### config.mk
export PLATFORM = sky130hd
export DESIGN_NAME = conv_window_sequencer
export DESIGN_NICKNAME = d
export VERILOG_FILES = /design/src/rtl/conv_pkg.sv /design/src/rtl/conv_window_sequencer_mult.sv /design/src/rtl/conv_window_sequencer.sv
export SDC_FILE = /design/constraint.sdc
export NUM_CORES = 1
export LEC_CHECK = 0
export ABC_AREA = 1
export ABC_CLOCK_PERIOD_IN_PS = 2850
export CAP_MARGIN = 15
export CORE_ASPECT_RATIO = 0.7
export CORE_MARGIN = 2
export CORE_UTILIZATION = 55
export DETAILED_ROUTE_END_ITERATION = 7
export PLACE_DENSITY_LB_ADDON = 0.12
export SETUP_SLACK_MARGIN = 0.4
export SLEW_MARGIN = 20
export SYNTH_ARGS = -nofsm -noshare
export SYNTH_HDL_FRONTEND = slang
export SYNTH_SLANG_ARGS = --single-unit
### constraint.sdc
create_clock -name clk -period 2.85 [get_ports clk]
set_input_delay 0.57 -clock clk [delete_from_list [all_inputs] [get_ports clk]]
set_output_delay 0.57 -clock clk [all_outputs]
set_load 0.05 [all_outputs]
### src/rtl/conv_pkg.sv
// Shared widths, FSM state encoding and sign-magnitude helpers for the
// convolution window sequencer.
package conv_pkg;

  localparam int MANT_SIZE   = 10;
  localparam int EXP_SIZE    = 5;
  localparam int KERNEL_SIZE = 3;
  localparam int ACC_W       = 2*MANT_SIZE+5;
  localparam int PROD_W      = 2*MANT_SIZE+1;

  typedef enum logic [2:0] {
    IDLE,
    FETCH,
    DRAIN,
    OUT,
    DONE
  } state_t;

  // Negative zero maps to 0 because -0 == 0 in two's complement.
  function automatic logic [ACC_W-1:0] sm_to_tc(input logic [PROD_W-1:0] p);
    logic [ACC_W-1:0] mag;
    mag = {{(ACC_W-PROD_W+1){1'b0}}, p[PROD_W-2:0]};
    return p[PROD_W-1] ? -mag : mag;
  endfunction

endpackage

### src/rtl/conv_window_sequencer_mult.sv
// Combinational sign-magnitude mantissa multiplier: sign in the MSB of each
// operand and of the product.
module conv_window_sequencer_mult #(
  parameter int MANT_SIZE = 10
) (
  input  logic [MANT_SIZE:0]   a,
  input  logic [MANT_SIZE:0]   b,
  output logic [2*MANT_SIZE:0] prod
);

  logic [2*MANT_SIZE-1:0] mag;

  // Operands are widened first so the product is not truncated to MANT_SIZE.
  assign mag  = {{MANT_SIZE{1'b0}}, a[MANT_SIZE-1:0]} * {{MANT_SIZE{1'b0}}, b[MANT_SIZE-1:0]};
  assign prod = {a[MANT_SIZE] ^ b[MANT_SIZE], mag};

endmodule

### src/rtl/conv_window_sequencer.sv
// Walks a KERNEL_SIZE x KERNEL_SIZE window over every valid output position,
// reading image/kernel buffers and accumulating signed products per pixel.
module conv_window_sequencer
  import conv_pkg::*;
#(
  parameter int MANT_SIZE   = conv_pkg::MANT_SIZE,
  parameter int KERNEL_SIZE = conv_pkg::KERNEL_SIZE,
  parameter int COLUMNS     = 4,
  parameter int ROWS        = 4,
  parameter int ADDR_SIZE   = 4,
  parameter int KADDR_SIZE  = 4,
  parameter int ACC_W       = conv_pkg::ACC_W
) (
  input  logic                  clk,
  input  logic                  rst,
  input  logic                  start,
  output logic                  busy,
  output logic                  done,
  output logic                  img_rd_en,
  output logic [ADDR_SIZE-1:0]  img_addr,
  input  logic [MANT_SIZE:0]    img_data,
  output logic                  ker_rd_en,
  output logic [KADDR_SIZE-1:0] ker_addr,
  input  logic [MANT_SIZE:0]    ker_data,
  output logic                  out_valid,
  input  logic                  out_ready,
  output logic [ACC_W-1:0]      out_data,
  output logic [ADDR_SIZE-1:0]  out_row,
  output logic [ADDR_SIZE-1:0]  out_col
);

  localparam logic [KADDR_SIZE-1:0] LAST_K = KADDR_SIZE'(KERNEL_SIZE-1);
  localparam logic [ADDR_SIZE-1:0]  LAST_C = ADDR_SIZE'(COLUMNS-KERNEL_SIZE);
  localparam logic [ADDR_SIZE-1:0]  LAST_R = ADDR_SIZE'(ROWS-KERNEL_SIZE);

  state_t state, state_nxt;

  logic [ADDR_SIZE-1:0]  r, c;
  logic [KADDR_SIZE-1:0] kr, kc;
  logic [ACC_W-1:0]      acc;
  logic                  prod_vld;
  logic [2*MANT_SIZE:0]  prod;
  logic                  last_tap, last_pos;

  assign last_tap = (kr == LAST_K) && (kc == LAST_K);
  assign last_pos = (r == LAST_R) && (c == LAST_C);

  conv_window_sequencer_mult #(.MANT_SIZE(MANT_SIZE)) u_mult (
    .a    (img_data),
    .b    (ker_data),
    .prod (prod)
  );

  always_ff @(posedge clk or posedge rst) begin
    if (rst) state <= IDLE;
    else     state <= state_nxt;
  end

  always_comb begin
    state_nxt = state;
    unique case (state)
      IDLE:  if (start) state_nxt = FETCH;
      FETCH: if (last_tap) state_nxt = DRAIN;
      DRAIN: state_nxt = OUT;
      OUT:   if (out_ready) state_nxt = last_pos ? DONE : FETCH;
      DONE:  state_nxt = IDLE;
      default: state_nxt = IDLE;
    endcase
  end

  assign busy      = (state != IDLE);
  assign done      = (state == DONE);
  assign img_rd_en = (state == FETCH);
  assign ker_rd_en = (state == FETCH);
  assign out_valid = (state == OUT);

  assign img_addr = ADDR_SIZE'((r + ADDR_SIZE'(kr)) * ADDR_SIZE'(COLUMNS) + c + ADDR_SIZE'(kc));
  assign ker_addr = KADDR_SIZE'(kr * KADDR_SIZE'(KERNEL_SIZE) + kc);

  assign out_data = acc;
  assign out_row  = r;
  assign out_col  = c;

  always_ff @(posedge clk or posedge rst) begin
    if (rst) begin
      r        <= '0;
      c        <= '0;
      kr       <= '0;
      kc       <= '0;
      acc      <= '0;
      prod_vld <= 1'b0;
    end else begin
      // Buffer data lands one cycle after the strobe, so the strobe delayed
      // by one cycle marks a valid product.
      prod_vld <= img_rd_en;
      if (prod_vld) acc <= acc + sm_to_tc(prod);

      unique case (state)
        IDLE: begin
          if (start) begin
            r   <= '0;
            c   <= '0;
            kr  <= '0;
            kc  <= '0;
            acc <= '0;
          end
        end
        FETCH: begin
          if (kc == LAST_K) begin
            kc <= '0;
            kr <= (kr == LAST_K) ? '0 : kr + 1'b1;
          end else begin
            kc <= kc + 1'b1;
          end
        end
        OUT: begin
          if (out_ready && !last_pos) begin
            acc <= '0;
            kr  <= '0;
            kc  <= '0;
            if (c == LAST_C) begin
              c <= '0;
              r <= r + 1'b1;
            end else begin
              c <= c + 1'b1;
            end
          end
        end
        default: ;
      endcase
    end
  end

endmodule
# --- Word level (Yosys, flattened, before mapping) ---
# Index checks and enable logic that the tools add are counted.
word_totals:
  inputBits: 26
  output_inout_bits: 46
  elab_cells: 70
  register_bits: 45
classes:
  mux: 23
  bitwise: 1
  n_eq_ne: 14
  n_reduce_logical: 13
  multipliers: 2
  n_addsub: 10
op_table:
  columns: ["op", "n"]
  rows:
  - ["25-bit two-way mux", 4]
  - ["25-bit case mux with 2 select lines", 1]
  - ["4-bit two-way mux", 9]
  - ["25-bit adder", 1]
  - ["20-bit negator with 25-bit output", 1]
  - ["4-bit case mux with 3 select lines", 2]
  - ["10-bit by 10-bit multiplier with 20-bit output", 1]
  - ["4-bit by 1-bit adder with 4-bit output, second input constant", 4]
  - ["4-bit case mux with 2 select lines", 2]
  - ["4-bit adder", 3]
  - ["3-bit two-way mux", 4]
  - ["3-bit case mux with 4 select lines", 1]
  - ["2-bit by 1-bit != test with 1-bit output, second input constant", 5]
  - ["3-bit AND reduction", 3]
  - ["4-bit by 1-bit equality test with 1-bit output, second input constant", 2]
  - ["4-bit by 2-bit equality test with 1-bit output, second input constant", 2]
  - ["4-bit AND reduction", 2]
  - ["3-bit by 2-bit equality test with 1-bit output, second input constant", 2]
  - ["3-bit nonzero test", 2]
  - ["4-bit by 2-bit multiplier with 4-bit output, second input constant", 1]
  - ["3-bit by 1-bit equality test with 1-bit output, second input constant", 1]
  - ["3-bit equality test, second input constant", 1]
  - ["1-bit logical AND", 3]
  - ["3-bit logical NOT", 1]
  - ["5 further kinds", 5]

# --- Depth between registers and ports, before layout ---
depth:
  ltp_word: 7
  ltp_mapped: 41
  ltp_nobuf: 40

# --- Hierarchy ---
# A second synthesis with hierarchy kept.
hier_totals:
  cells_unflattened: 1249
  hier_area_um2: 8353.0
modules_own_cells:
  columns: ["module", "cells_each", "area_per_inst_um2", "seq_area_each_um2", "n_inst"]
  rows:
  - ["conv_window_sequencer", 732, 4783.3, 1126.1, 1]
  - ["conv_window_sequencer_mult", 517, 3569.7, 0.0, 1]

# --- Least setup slack after synthesis ---
# Ideal clock, no wire load.
synth_path:
  kind: "input to register"
  from: "input ker_data[3]"
  to: "register acc[24] (netlist: out_data[24])"
  setup_ps: 72
  setup_slack_ps: -3906
  stages: 39
  arrival_time_ps: 6684
  required_ps: 2778
  n_path_buf: 1
  path_cell_list: "clkbuf_1 > nand2_1 > fa_1 > inv_1 > fa_1 > inv_1 > fa_1 > inv_1 > fa_1 > inv_1 > fa_1 > inv_1 > ha_1 > nand2_2 > inv_2 > nand2_1 > nand2_1 > inv_2 > [... 3 more ...] > nor2_2 > nand3_2 > nor2_4 > nand4_2 > nand2_2 > a21oi_1 > ha_1 > nand2_1 > nor3_1 > nand4_1 > or2_2 > nand3_1 > inv_1 > nand3_1 > nand2_1 > nor2_1 > nor2_1 > nor2_1"
synth_via:
  elab_chain_len: 7
  word_cells_on_any_way: 8
  classes_between: "2 x add/sub; 1 x mul; 5 x mux"
synth_lines:
  columns: ["element", "line", "source"]
  rows:
  - ["start, declared", "conv_window_sequencer.sv:24", "input logic [MANT_SIZE:0] ker_data,"]
  - ["10-bit by 10-bit multiplier with 20-bit output *", "conv_window_sequencer_mult.sv:14", "assign mag = {{MANT_SIZE{1'b0}}, a[MANT_SIZE-1:0]} * {{MANT_SIZE{1'b0}}, b[MANT_SIZE-1:0]};"]
  - ["20-bit negator with 25-bit output", "conv_pkg.sv:23", "return p[PROD_W-1] ? -mag : mag;"]
  - ["25-bit two-way mux *", "conv_pkg.sv:23", null]
  - ["25-bit adder *", "conv_window_sequencer.sv:96", "if (prod_vld) acc <= acc + sm_to_tc(prod);"]
  - ["25-bit two-way mux *", "conv_window_sequencer.sv:96", null]
  - ["25-bit two-way mux, on equally long branches", "conv_window_sequencer.sv:117, conv_window_sequencer.sv:100", null]
  - ["25-bit case mux with 2 select lines *", "conv_window_sequencer.sv:98", "unique case (state)"]
  - ["end signal, assigned", "conv_window_sequencer.sv:96", null]
  - ["end, declared", "conv_window_sequencer.sv:40", "logic [ACC_W-1:0] acc;"]
# Every way passes the cells marked *; elsewhere a longest branch is shown, timed or not.
# A chain may end at the register's enable or synchronous reset.

# --- Final worst setup path ---
layout_path:
  from: "input img_data[8]"
  to: "register acc[24] (netlist: out_data[24])"
layout_via:
  elab_chain_len: 7
  word_cells_on_any_way: 8
  classes_between: "2 x add/sub; 1 x mul; 5 x mux"
layout_lines:
  columns: ["element", "line", "source"]
  rows:
  - ["start, declared", "conv_window_sequencer.sv:21", "input logic [MANT_SIZE:0] img_data,"]
  - ["10-bit by 10-bit multiplier with 20-bit output *", "conv_window_sequencer_mult.sv:14", null]
  - ["20-bit negator with 25-bit output", "conv_pkg.sv:23", null]
  - ["25-bit two-way mux *", "conv_pkg.sv:23", null]
  - ["25-bit adder *", "conv_window_sequencer.sv:96", null]
  - ["25-bit two-way mux *", "conv_window_sequencer.sv:96", null]
  - ["25-bit two-way mux, on equally long branches", "conv_window_sequencer.sv:117, conv_window_sequencer.sv:100", null]
  - ["25-bit case mux with 2 select lines *", "conv_window_sequencer.sv:98", null]
# Marked as above.

==> reports/summary.json <==
{
  "wire_length_of_the_first_global_routing_pass": {"value": 43.1, "unit": "mm"},
  "syn-cell-area": {"value": 8200, "unit": "um2"},
  "dpl_worst_slack": {"value": -4.44, "unit": "ns"},
  "grt_setup_unrepaired": {"value": "yes"},
  "max-clock-path-buffers": {"value": 2},
  "synthDistinctLibCells": {"value": 48},
  "crit_path_max_delay_family": {"value": "adder cells"},
  "critPathKind": {"value": "input pin to register"},
  "die_h": {"value": 106, "unit": "um"},
  "grt_pass1_vias": {"value": 9167},
  "violations": {"value": "design-rule violations, negative setup slack"},
  "timing.final.setup_violations": {"value": 26},
  "setup_slack": {"value": -4.47, "unit": "ns"},
  "r2r_setup_slack": {"value": 0.10, "unit": "ns"},
  "path_max_fanout": {"value": 4},
  "drt_iter0_markers": {"value": 1233},
  "finalWorstPathRequiredPeriod": {"value": 7.32, "unit": "ns"},
  "finClkSkew": {"value": 0.00916, "unit": "ns"},
  "cp_slowest_cell": {"value": "sky130_fd_sc_hd__fa_1"},
  "numClockSinks": {"value": 45},
  "final_layout_size_suffix_gt1_share": {"value": 41.1, "unit": "%"},
  "worst_ep_required_time": {"value": 3.05, "unit": "ns"},
  "seq_total_area_yosys": {"value": 13.7, "unit": "%"},
  "area_growth": {"value": 56.2, "unit": "%"},
  "finalWeightedCongestion": {"value": 0.985},
  "startpoint_type": {"value": "input pin"},
  "cp_slowest_stage_delay": {"value": 0.54, "unit": "ns"},
  "count_of_h_tree_levels_built_during_cts": {"value": 2},
  "design.die.area": {"value": 15900, "unit": "um2"},
  "hold-worst-slack": {"value": 0.539, "unit": "ns"},
  "core-area": {"value": 14600, "unit": "um2"},
  "gr-total-overflow": {"value": 0},
  "grt_antenna_before_repair": {"value": 0},
  "post-dp-hpwl": {"value": 18.6, "unit": "mm"},
  "timing.critical_path.mode_cell": {"value": "sky130_fd_sc_hd__fa_1"},
  "slew-limit-headroom": {"value": 62.0, "unit": "%"},
  "detail_route.wirelength": {"value": 34.1, "unit": "mm"},
  "post_synth.cell_area_avg": {"value": 6.98, "unit": "um2"},
  "finalMaxSlewViolations": {"value": 0},
  "route.vias.total": {"value": 9980},
  "final_core_util": {"value": 87.6, "unit": "%"},
  "synthesis.instances": {"value": 1176},
  "worst-path-buf-inv": {"value": 7},
  "initial_core_util": {"value": 56.1, "unit": "%"},
  "number_of_port_buffers": {"value": 71},
  "clk-insertion-delay-late": {"value": 0.31, "unit": "ns"},
  "cts.clk_slew.worst_paths": {"value": 0.07, "unit": "ns"},
  "io_pins": {"value": 72},
  "ys_seq_elements": {"value": 45},
  "wl_per_cell": {"value": 20.5, "unit": "um"},
  "via_per_inst": {"value": 5.99},
  "maxCapViolCount": {"value": 0},
  "post-route-drc-count": {"value": 9},
  "timing.fmax": {"value": 137, "unit": "MHz"},
  "worstSetupEndpointType": {"value": "register"},
  "x_dimension_of_the_die": {"value": 150, "unit": "um"},
  "grt_use_total": {"value": 34.0, "unit": "%"},
  "postCtsHoldBufs": {"value": 0},
  "cts_buffers": {"value": 5},
  "cts-root-buf": {"value": "sky130_fd_sc_hd__clkbuf_16"},
  "firstDrtPassIters": {"value": 8},
  "final_hold_viols": {"value": 0},
  "grt_start_max_net_pins": {"value": 42},
  "syn_nets": {"value": 1367},
  "route.antenna.remaining_nets": {"value": 0},
  "post-route-period-util": {"value": 257, "unit": "%"},
  "clock_tree_from_tritoncts": {"value": "yes"},
  "hold_path.class": {"value": "register to register"},
  "crit_arrival": {"value": 7.52, "unit": "ns"},
  "n_antenna_cell": {"value": 0},
  "design.final.nets": {"value": 1661},
  "ys.warnings.count": {"value": 0},
  "timing_worst_slew_pin_value": {"value": 0.565, "unit": "ns"},
  "run_status": {"value": "finished with violations"},
  "std_cell_rows": {"value": 37}
}
## flip-flops by register name (all words and copies together), names as in the netlist
signal	flops
out_data	25
kc	4
kr	4
out_col	4
out_row	4
state	3
prod_vld	1
## synthesized netlist by cell type, drive strengths merged
cell type	n	area (um2)
nand2	306	1230
inv	272	1020
ha	97	1210
nor2	87	389
fa	68	1360
nand3	68	390
a21oi	47	243
dfrtp	45	1130
o21ai	39	199
xor2	25	234
clkbuf	24	90.1
xnor2	17	149
nor3	14	81.3
o211ai	12	90.1
nand4	11	75.1
buf	7	42.5
or2	6	37.5
a21o	4	30.0
o21a	4	30.0
nand3b	3	22.5
o21bai	3	22.5
o22ai	3	18.8
o31ai	3	22.5
a211oi	2	15.0
a31oi	2	12.5
nor4	2	12.5
a22oi	1	12.5
and2	1	6.26
mux2i	1	10.0
o2111ai	1	8.76
o221ai	1	8.76
## cells in the final DEF, fill, tap and decap left out, types with 23 or more instances in the layout
cell type                           n
sky130_fd_sc_hd__nand3_1           43
sky130_fd_sc_hd__buf_4            212
sky130_fd_sc_hd__fa_1              62
sky130_fd_sc_hd__nand2_4           31
sky130_fd_sc_hd__inv_2             52
sky130_fd_sc_hd__ha_1              53
sky130_fd_sc_hd__inv_1            215
sky130_fd_sc_hd__buf_6             39
sky130_fd_sc_hd__a21oi_1           23
sky130_fd_sc_hd__nand2_2           58
sky130_fd_sc_hd__dfrtp_1           41
sky130_fd_sc_hd__clkdlybuf4s50_1   40
sky130_fd_sc_hd__nor2_1            62
sky130_fd_sc_hd__nand2_1          216
sky130_fd_sc_hd__ha_4              42
## path summary, 6_finish.rpt
kind,startpoint,to,cells after the start
max reg2reg,out_data[15],out_data[24],12
max,img_data[8],out_data[24],34
max in group asynchronous,rst,out_data[3],3
min reg2reg,kr[3],kr[3],2
min in group asynchronous,rst,kr[1],2
min,kr[3],kr[3],2
## worst min-delay path, delay by kind of cell (launching register included)
family | cells | cell delay [ns]
simple gates | 1 | 0.06
compound gates | 1 | 0.06
flops | 1 | 0.39
## cell type report
cell class | count | area (um2)
repair buffers | 318 | 2740
clock buffers | 6 | 139
inverters | 272 | 1040
well taps | 195 | 244
fillers | 707 | 1810
multi-input cells | 828 | 7520
clock inverters | 2 | 16.3
flip-flops and latches | 45 | 1130
## logic make-up (layout without fill, tap and decap cells)
| kind of cell | count (synthesis) | count (layout) | share of synthesized area [%] |
|---|---|---|---|
| AOI/OAI and AO/OA | 122 | 122 | 8.69 |
| xor gates and xnor gates | 42 | 42 | 4.67 |
| adders and majority gates | 165 | 165 | 31.4 |
| buffers and inverters | 303 | 598 | 14.1 |
| DFF | 45 | 45 | 13.7 |
| muxes | 1 | 1 | 0.122 |
| and+or+nand+nor | 498 | 498 | 27.3 |
## routing by layer
layer	share of wire, %	wire, um	global-route usage (%)
met1	37	12700	44.6
met2	44	15100	56.0
met3	11	3900	6.01
met4	7.1	2410	13.7
met5	0	0	0
## through the flow
stage,area [um2],instances,TNS (ns)
after floorplan,8870,1176,-58.32
after global placement,11000,1601,-81.61
after detailed placement,11000,1601,-83.59
after CTS,12100,1643,-63.69
after global routing,12800,1666,-78.71
final,12800,1666,-75.61
## what timing repair did
action,in CTS,in global routing
buffers inserted,34,23
pin swaps,127,128
resized for setup,248,129
endpoints found under the setup margin,35,30
Power is not shown: default switching activity piles up to over one toggle a cycle in this logic, so the estimate is an artifact.
